<file path="src/rtl/bf16_pkg.sv">
// bf16_pkg
//   Shared constants, field-extract helpers and the S1->S2 payload type for
//   the bf16 align/add pipeline.
//   Optional feature macro: BF16_SPECIAL_BYPASS_EN (adds NaN/Inf flags to the
//   payload).
package bf16_pkg;

    localparam int unsigned EXP_W  = 8;
    localparam int unsigned MAN_W  = 7;
    localparam int unsigned SIG_W  = MAN_W + 2;          // carry + hidden + mantissa
    localparam int unsigned WORD_W = EXP_W + MAN_W + 1;  // packed operand width

    localparam logic [EXP_W-1:0] EXP_MAX = '1;

    function automatic logic f_sign(input logic [WORD_W-1:0] w);
        return w[WORD_W-1];
    endfunction

    function automatic logic [EXP_W-1:0] f_exp(input logic [WORD_W-1:0] w);
        return w[WORD_W-2:MAN_W];
    endfunction

    function automatic logic [MAN_W-1:0] f_man(input logic [WORD_W-1:0] w);
        return w[MAN_W-1:0];
    endfunction

    // Hidden bit is implied by a non-zero exponent.
    function automatic logic [SIG_W-2:0] f_sig(input logic [WORD_W-1:0] w);
        return {(f_exp(w) != '0), f_man(w)};
    endfunction

    typedef struct packed {
        logic [EXP_W-1:0] diff;
        logic             eff_sub;
        logic [SIG_W-2:0] sig_x;
        logic [SIG_W-2:0] sig_y;
        logic [EXP_W-1:0] exp_x;
        logic             sign_x;
`ifdef BF16_SPECIAL_BYPASS_EN
        logic             special;
        logic             special_sign;
`endif
    } s1_payload_t;

endpackage

</file>
<file path="src/rtl/bf16_align_shifter.sv">
// bf16_align_shifter
//   Purely combinational saturating right shift used to align the smaller
//   significand. Any shift of SIG_W-1 or more yields zero.
//   Ports:
//     sig_in  [SIG_W-2:0]  hidden+mantissa significand of the smaller operand
//     amt     [EXP_W-1:0]  exponent difference
//     sig_out [SIG_W-2:0]  aligned significand, shifted-out bits discarded
module bf16_align_shifter
    import bf16_pkg::*;
(
    input  logic [SIG_W-2:0] sig_in,
    input  logic [EXP_W-1:0] amt,
    output logic [SIG_W-2:0] sig_out
);

    always_comb begin
        sig_out = '0;
        if (amt < EXP_W'(SIG_W - 1)) begin
            sig_out = sig_in >> amt;
        end
    end

endmodule

</file>
<file path="src/rtl/bf16_align_add_stage.sv">
// bf16_align_add_stage
//   Two-stage pipelined bf16 exponent-align and significand add/subtract.
//   S1 orders the operands by magnitude and registers the exponent difference;
//   S2 aligns the smaller significand and adds/subtracts it.
//   Optional feature macro: BF16_SPECIAL_BYPASS_EN (adds out_special and
//   NaN/Inf handling; otherwise all encodings use the arithmetic path).
//   Ports:
//     clk, rst              rising-edge clock, async active-high reset
//     in_valid / in_ready   operand handshake
//     in_a, in_b            packed bf16 operands {sign, exp, man}
//     out_valid / out_ready result handshake
//     out_sig               {carry, hidden, man} magnitude of the sum
//     out_exp               larger operand exponent (pre-normalisation)
//     out_sign              result sign, 0 for a zero magnitude
//     out_special           (macro only) result is NaN/Inf
//   EXP_W/MAN_W must match the bf16_pkg constants; the payload type is fixed
//   by the package.
module bf16_align_add_stage #(
    parameter int unsigned EXP_W = 8,
    parameter int unsigned MAN_W = 7
) (
    input  logic                   clk,
    input  logic                   rst,
    input  logic                   in_valid,
    output logic                   in_ready,
    input  logic [EXP_W+MAN_W:0]   in_a,
    input  logic [EXP_W+MAN_W:0]   in_b,
    output logic                   out_valid,
    input  logic                   out_ready,
    output logic [MAN_W+1:0]       out_sig,
    output logic [EXP_W-1:0]       out_exp,
    output logic                   out_sign
`ifdef BF16_SPECIAL_BYPASS_EN
    ,
    output logic                   out_special
`endif
);
    import bf16_pkg::*;

    logic        v1;
    s1_payload_t s1_q;
    s1_payload_t s1_next;
    logic        s2_load;

    // S2 may take new data when empty or being drained this cycle; S1 may
    // accept when empty or advancing into S2.
    assign s2_load  = !out_valid || out_ready;
    assign in_ready = !v1 || !out_valid || out_ready;

    // ---------------- S1 combinational: order operands by magnitude
    logic             a_ge_b;
    logic [WORD_W-1:0] op_x;
    logic [WORD_W-1:0] op_y;

    always_comb begin
        // On a full {exp, man} tie A stays as X.
        a_ge_b = {f_exp(in_a), f_man(in_a)} >= {f_exp(in_b), f_man(in_b)};
        op_x   = a_ge_b ? in_a : in_b;
        op_y   = a_ge_b ? in_b : in_a;

        s1_next         = '0;
        s1_next.diff    = f_exp(op_x) - f_exp(op_y);
        s1_next.eff_sub = f_sign(in_a) ^ f_sign(in_b);
        s1_next.sig_x   = f_sig(op_x);
        s1_next.sig_y   = f_sig(op_y);
        s1_next.exp_x   = f_exp(op_x);
        s1_next.sign_x  = f_sign(op_x);
    end

`ifdef BF16_SPECIAL_BYPASS_EN
    logic nan_a, nan_b, inf_a, inf_b;
    logic special_c, special_sign_c;

    always_comb begin
        nan_a = (f_exp(in_a) == EXP_MAX) && (f_man(in_a) != '0);
        nan_b = (f_exp(in_b) == EXP_MAX) && (f_man(in_b) != '0);
        inf_a = (f_exp(in_a) == EXP_MAX) && (f_man(in_a) == '0);
        inf_b = (f_exp(in_b) == EXP_MAX) && (f_man(in_b) == '0);
        special_c      = nan_a || nan_b || inf_a || inf_b;
        special_sign_c = 1'b0;
        if (nan_a || nan_b) begin
            special_sign_c = 1'b0;
        end else if (inf_a && inf_b) begin
            // Opposite-signed infinities produce NaN (sign 0).
            special_sign_c = (f_sign(in_a) == f_sign(in_b)) ? f_sign(in_a) : 1'b0;
        end else if (inf_a) begin
            special_sign_c = f_sign(in_a);
        end else if (inf_b) begin
            special_sign_c = f_sign(in_b);
        end
    end
`endif

    // ---------------- S2 combinational: align and add/subtract
    logic [SIG_W-2:0] sig_y_sh;
    logic [SIG_W-1:0] sum_c;
    logic             sign_c;

    bf16_align_shifter u_shifter (
        .sig_in  (s1_q.sig_y),
        .amt     (s1_q.diff),
        .sig_out (sig_y_sh)
    );

    always_comb begin
        // X is the larger magnitude, so the difference is never negative.
        if (s1_q.eff_sub) begin
            sum_c = {1'b0, s1_q.sig_x} - {1'b0, sig_y_sh};
        end else begin
            sum_c = {1'b0, s1_q.sig_x} + {1'b0, sig_y_sh};
        end
        sign_c = (sum_c == '0) ? 1'b0 : s1_q.sign_x;
    end

    // ---------------- Pipeline registers
    always_ff @(posedge clk or posedge rst) begin
        if (rst) begin
            v1        <= 1'b0;
            s1_q      <= '0;
            out_valid <= 1'b0;
            out_sig   <= '0;
            out_exp   <= '0;
            out_sign  <= 1'b0;
`ifdef BF16_SPECIAL_BYPASS_EN
            out_special <= 1'b0;
`endif
        end else begin
            if (s2_load) begin
                out_valid <= v1;
                if (v1) begin
`ifdef BF16_SPECIAL_BYPASS_EN
                    out_special <= s1_q.special;
                    if (s1_q.special) begin
                        out_sig  <= '0;
                        out_exp  <= EXP_MAX;
                        out_sign <= s1_q.special_sign;
                    end else begin
                        out_sig  <= sum_c;
                        out_exp  <= s1_q.exp_x;
                        out_sign <= sign_c;
                    end
`else
                    out_sig  <= sum_c;
                    out_exp  <= s1_q.exp_x;
                    out_sign <= sign_c;
`endif
                end
            end
            if (in_ready) begin
                v1 <= in_valid;
                if (in_valid) begin
                    s1_q <= s1_next;
`ifdef BF16_SPECIAL_BYPASS_EN
                    s1_q.special      <= special_c;
                    s1_q.special_sign <= special_sign_c;
`endif
                end
            end
        end
    end

endmodule

</file>
<file path="config.mk">
export PLATFORM = sky130hd
export DESIGN_NAME = bf16_align_add_stage
export DESIGN_NICKNAME = d
export VERILOG_FILES = /design/src/rtl/bf16_pkg.sv /design/src/rtl/bf16_align_shifter.sv /design/src/rtl/bf16_align_add_stage.sv
export SDC_FILE = /design/constraint.sdc
export NUM_CORES = 1
export LEC_CHECK = 0
export BUFFER_PORTS_ARGS = -buffer_cell sky130_fd_sc_hd__buf_4
export CAP_MARGIN = 20
export CORE_AREA = 5 5 83 85
export DETAILED_ROUTE_END_ITERATION = 12
export DIE_AREA = 0 0 88 90
export PLACE_DENSITY = 0.85
export SLEW_MARGIN = 40
export SYNTH_ARGS = -nofsm -noshare
export SYNTH_HDL_FRONTEND = slang
export SYNTH_SLANG_ARGS = --single-unit
</file>
<file path="constraint.sdc">
create_clock -name clk -period 7.8 [get_ports clk]
set_input_delay 1.17 -clock clk [delete_from_list [all_inputs] [get_ports clk]]
set_output_delay 1.17 -clock clk [all_outputs]
set_load 0.01 [all_outputs]
</file>
* Word level (Yosys, flattened, before mapping)
Cells that the tools add are included.
Word-level totals: bits in registers 54, bits of input ports 36, output and inout port bits 20, word-level logic and storage cells 33
Operators by class: $add $sub $neg 3, order comparisons 2, shift-type cells 1, mux-type cells 5, bitwise gates (word level) 1, reductions and logical operators 10
Operators by type and width (number):
- 2-to-1 mux 16 bit | 1
- nonzero test 8 bit | 2
- >= comparator 15 bit | 1
- 2-to-1 mux 15 bit | 1
- adder 8 x 8 -> 9 bit | 1
- zero test 9 bit | 1
- 2-to-1 mux 9 bit | 1
- subtractor 8 x 8 -> 9 bit | 1
- less-than comparator 8 x 4 -> 1 bit, second input constant | 1
- 2-to-1 mux 8 bit | 1
- >> shifter 8 x 8 -> 8 bit | 1
- subtractor 8 bit | 1
- AND reduction 2 bit | 2
- logical OR 1 bit | 3
- zero test 1 bit | 2
- 2-to-1 mux 1 bit | 1
- XOR 1 bit | 1

* Longest topological paths before layout
depth in word-level cells 6, depth in mapped cells 20, mapped depth without buffers 18

* Hierarchy
From an unflattened synthesis, not the netlist that was laid out.
Second synthesis, totals: cells, all modules 424, area, all modules 3753.6 um^2
Modules (own cells, without submodules):
- bf16_align_add_stage | instances 1, cells each 390, area each 3467.1 um^2, sequential area each 1351.3 um^2
- bf16_align_shifter | instances 1, cells each 34, area each 286.5 um^2, sequential area each 0.0 um^2

* Least setup slack after synthesis
OpenSTA, ideal clock, no wires.
path kind input to register, start point input in_b[10], end point register s1_q[33] (netlist bit), library setup time 123 ps, arrival time 3251 ps, data required time 7677 ps, path slack 4426 ps, cell stages on the path 13, path buffers 2, path through inv_1 -> ha_1 -> buf_2 -> a21oi_1 -> o21ai_1 -> a211oi_1 -> o21ai_2 -> buf_6 -> a21o_1 -> a22o_1 -> mux2_4 -> a221oi_2 -> nand2_1
On the way: word-level cells in the longest chain between the ends 3, elaborated cells on any way between the ends 4, those cells by class 1 x add/sub; 1 x order compare; 2 x mux
Ends and longest elaborated chain:
- start, declared | RTL line bf16_align_add_stage.sv:27 | input logic [EXP_W+MAN_W:0] in_b,
- >= comparator 15 bit | RTL line bf16_align_add_stage.sv:57 | a_ge_b = {f_exp(in_a), f_man(in_a)} >= {f_exp(in_b), f_man(in_b)};
- 2-to-1 mux 16 bit or 2-to-1 mux 15 bit (tied branches) | RTL line bf16_align_add_stage.sv:58, bf16_align_add_stage.sv:59
- subtractor 8 bit * | RTL line bf16_align_add_stage.sv:62 | s1_next.diff = f_exp(op_x) - f_exp(op_y);
- end signal, assigned | RTL line bf16_align_add_stage.sv:152 | s1_q <= s1_next;
- end, declared | RTL line bf16_align_add_stage.sv:41 | s1_payload_t s1_q;
Mark *: on every way between the ends. The rest lies on a longest branch, timed or not. A chain may end at the register's enable or synchronous reset.

* Final worst setup path
start point input in_b[13], end point register s1_q[30] (netlist bit)
On the way: word-level cells in the longest chain between the ends 3, elaborated cells on any way between the ends 4, those cells by class 1 x add/sub; 1 x order compare; 2 x mux
Ends and longest elaborated chain (RTL line):
- >= comparator 15 bit * | bf16_align_add_stage.sv:57
- 2-to-1 mux 16 bit or 2-to-1 mux 15 bit (tied branches) | bf16_align_add_stage.sv:58, bf16_align_add_stage.sv:59
- subtractor 8 bit * | bf16_align_add_stage.sv:62
Marked as above.

==> results.toml <==
[synthesis]
synth_seq_cells = 54
synth.distinct_cells = 48
yosysTopAreaCellShare_pct = 36.9
synth_cells = 426
synthDominantAreaCellType = "sky130_fd_sc_hd__dfrtp_1"
synth-edff-count = 0
synth_warnings = 0
synthesis.area_sq_um = 3660
synth.yosys.seq_area_share_pct = 36.9
ys_top_cells_by_area = "sky130_fd_sc_hd__dfrtp_1, sky130_fd_sc_hd__ha_1, sky130_fd_sc_hd__nand2_1, sky130_fd_sc_hd__o21ai_0, sky130_fd_sc_hd__mux2i_1"
syn-mean-instance-area_sq_um = 8.60
async_reset_ff_share_pct = 100
ys_dominant_reg_cell = "sky130_fd_sc_hd__dfrtp_1"
postSynthNetCount = 488

[pwr]
worst_ir_drop_vdd_mv = 0.135
powerDensity_nw_per_um2 = 236
total_power_uw = 993
leakagePower_nw = 1.99

[drt]
drt_first_iter_violations = 182
wl_per_cell_um = 14.4
routed_via_density = 5.58
vias = 3056
drtPass1Iterations = 4
wire_length_reported_by_the_detailed_router_um = 7910
post-route-drc-count = 0
route.antenna.remaining_nets = 0

[cells_and_area]
seq_area_sq_um = 1350
num-nets-final = 532
areaGrowthSynthToFinish_pct = 15.0
final_util_pct = 68.7
antenna_cells_inserted = 0
post_route_cells_drive_above_1_share_pct = 17.8
nFillCells = 494
multi_input_comb_area_sq_um = 2150

[worst_setup_path]
worstPathMaxFanout = 41
crit_path_end_kind = "flop"
data_required_critical_path_ns = 8.06
path_class = "in -> reg"
timing.critical_path.arrival_ns = 4.14
cp-start-kind = "input port"

[timing]
final.setup.worst_slack_ns = 3.92
setup-tns-final_ns = 0
final_min_period_over_clock_period_pct = 49.7
post-route-min-period_ns = 3.88
slew_headroom_pct = 56.4
final_max_slew_viol_count = 0
worst_slew_pin_tran_ns = 0.654
setup-violations-final = 0
unrepaired_setup_endpoints_after_global_routing = "false"
max_clock_freq_mhz = 258
finalHoldViolations = 0
fin_worst_hold_slack_ns = 0.488
clock-skew-final_ns = 0.00988

[cts]
htree_num_levels = 2
clk_pin_slew_ns = 0.11
post_cts_resized = 0
cts_hold_repair.buffers = 0
buffer_cell_driving_the_clock_tree_root = "sky130_fd_sc_hd__clkbuf_8"
clock_sink_count = 54
cts-buffers-inserted = 5
worst_skew_pair.late_latency_ns = 0.31
max_buffers_root_to_sink = 2
cts_post_setup_buffers_inserted = 0
cts_tree = "done"

[global_routing]
first_pass_grt_wire_length_um = 13800
antenna_found_initial = 0
first_global_vias = 2995
maximum_number_of_pins_on_one_net_before_global_route_repair = 73
grt.busiest_layer = "met2"
grtUsageMet2_pct = 33.8
globalRouteTotalUtil_pct = 21.1
grt_use_met3_pct = 2.19
globalRouteOverflowTotal = 0
met1_usage_pct = 30.6

[floorplan]
placementRows = 29
chipHeight_um = 90
die-area_sq_um = 7920
die_extent_in_x_um = 88
initial_core_util_pct = 59.7
coreArea_sq_um = 6130
pin_count = 56

[placed_design]
pre_cts_ws_ns = 3.61
gp_routability_congestion = 0.837
detailed_place_hpwl_um = 6160
port_buffers = 55

[flow_run]
max-cap-violations = 0

[status]
run_status = "completed"

[min_path]
min-delay-path-class = "reg -> reg"
-- layout make-up --
cell class | instances | share of cell area (%)
Clock buffer | 5 | 1.63
Sequential cell | 54 | 32.1
Timing Repair Buffer | 57 | 10.2
Tap cell | 77 | 2.29
Clock inverter | 3 | 0.565
Inverter | 23 | 2.11
Multi-Input combinational cell | 329 | 51.1
-- sequential cells by signal, indices dropped and copies added, names as in the netlist --
| name | count |
|---|---|
| out_valid | 1 |
| out_sign | 1 |
| out_exp | 8 |
| s1_q | 34 |
| v1 | 1 |
| out_sig | 9 |
-- final timing paths --
| check | slack, ns | startpoint | endpoint | cells past startpoint |
|---|---|---|---|---|
| min reg2reg | 0.49 | out_sig[0]$_DFFE_PP0P_ | out_sig[0]$_DFFE_PP0P_ | 2 |
| min | 0.49 | out_sig[0]$_DFFE_PP0P_ | out_sig[0]$_DFFE_PP0P_ | 2 |
| max in group asynchronous | 6.41 | rst | s1_q[10]$_DFFE_PP0P_ | 2 |
| min in group asynchronous | 0.95 | rst | out_exp[6]$_DFFE_PP0P_ | 2 |
| max reg2reg | 4.09 | s1_q[31]$_DFFE_PP0P_ | out_sig[8]$_DFFE_PP0P_ | 15 |
| max | 3.92 | in_b[13] | s1_q[30]$_DFFE_PP0P_ | 14 |
-- worst max-delay path: stages --
cell	delay, ns
sky130_fd_sc_hd__buf_4	0.10
sky130_fd_sc_hd__inv_1	0.05
sky130_fd_sc_hd__ha_1	0.38
sky130_fd_sc_hd__nand2_1	0.13
sky130_fd_sc_hd__nor2_1	0.15
sky130_fd_sc_hd__nand4_1	0.15
sky130_fd_sc_hd__o21ai_4	0.29
sky130_fd_sc_hd__buf_4	0.47
sky130_fd_sc_hd__mux2i_1	0.19
sky130_fd_sc_hd__ha_1	0.24
sky130_fd_sc_hd__o21a_1	0.21
sky130_fd_sc_hd__o21a_1	0.18
sky130_fd_sc_hd__nor4b_1	0.28
sky130_fd_sc_hd__a211o_1	0.13
-- stage by stage --
step	std cells	cell area, sq um
finish	548	4210
global route	548	4210
CTS	548	4210
detailed placement	540	4120
global placement	540	4110
floorplan	426	3660
-- layer usage --
metal	up-vias	share of wire [%]	wire length [um]
li1	1567	-	-
met1	1429	48	3790
met2	53	48	3770
met3	7	3.6	286
met4	0	0.72	57
met5	-	0	0
-- report_power, final --
part	switching (mW)	leakage [nW]	internal (mW)
clock	0.0973	0.0408	0.0644
sequential	0.0525	0.660	0.349
combinational	0.219	1.29	0.210
total	0.369	1.99	0.624
-- layout by cell type (no fill, tap or decap), drive strengths merged, types with 15 or more instances in the layout --
cell / synthesis / routed
a21oi: 38 / 38
buf: 4 / 57
dfrtp: 54 / 54
ha: 25 / 25
inv: 23 / 24
mux2: 15 / 15
mux2i: 21 / 21
nand2: 63 / 63
nor2: 34 / 34
o21ai: 46 / 46
-- cell families (layout without fill, tap and decap cells) --
logic type	after synthesis	after routing	synth area share [%]
adder cells (fa/ha/maj)	26	26	9.09
XOR/XNOR	15	15	3.59
multiplexers	36	36	10.5
AND/OR/NAND/NOR	136	136	16.8
AO/OA/AOI/OAI	116	116	18.4
buffers and inverters	43	88	4.71
flip-flops	54	54	36.9
-- synthesized netlist by cell type, types with 2 or more instances --
library cell and number:
sky130_fd_sc_hd__a211o_1 2, sky130_fd_sc_hd__a211oi_1 4, sky130_fd_sc_hd__a21o_1 7, sky130_fd_sc_hd__a21oi_1 38
sky130_fd_sc_hd__a22o_1 3, sky130_fd_sc_hd__a31oi_1 4, sky130_fd_sc_hd__buf_2 3, sky130_fd_sc_hd__clkbuf_1 16
sky130_fd_sc_hd__dfrtp_1 54, sky130_fd_sc_hd__ha_1 25, sky130_fd_sc_hd__inv_1 23, sky130_fd_sc_hd__mux2_2 14
sky130_fd_sc_hd__mux2i_1 21, sky130_fd_sc_hd__nand2_1 63, sky130_fd_sc_hd__nand2b_1 9, sky130_fd_sc_hd__nand3_1 3
sky130_fd_sc_hd__nand3b_1 2, sky130_fd_sc_hd__nor2_1 34, sky130_fd_sc_hd__nor2b_1 4, sky130_fd_sc_hd__nor3_1 4
sky130_fd_sc_hd__nor3b_1 3, sky130_fd_sc_hd__nor4_1 5, sky130_fd_sc_hd__o21a_1 2, sky130_fd_sc_hd__o21ai_0 43
sky130_fd_sc_hd__o21ai_1 2, sky130_fd_sc_hd__o21bai_1 2, sky130_fd_sc_hd__o31ai_1 2, sky130_fd_sc_hd__xnor2_1 7
sky130_fd_sc_hd__xor2_1 8
(Power assumes the default switching activity.)
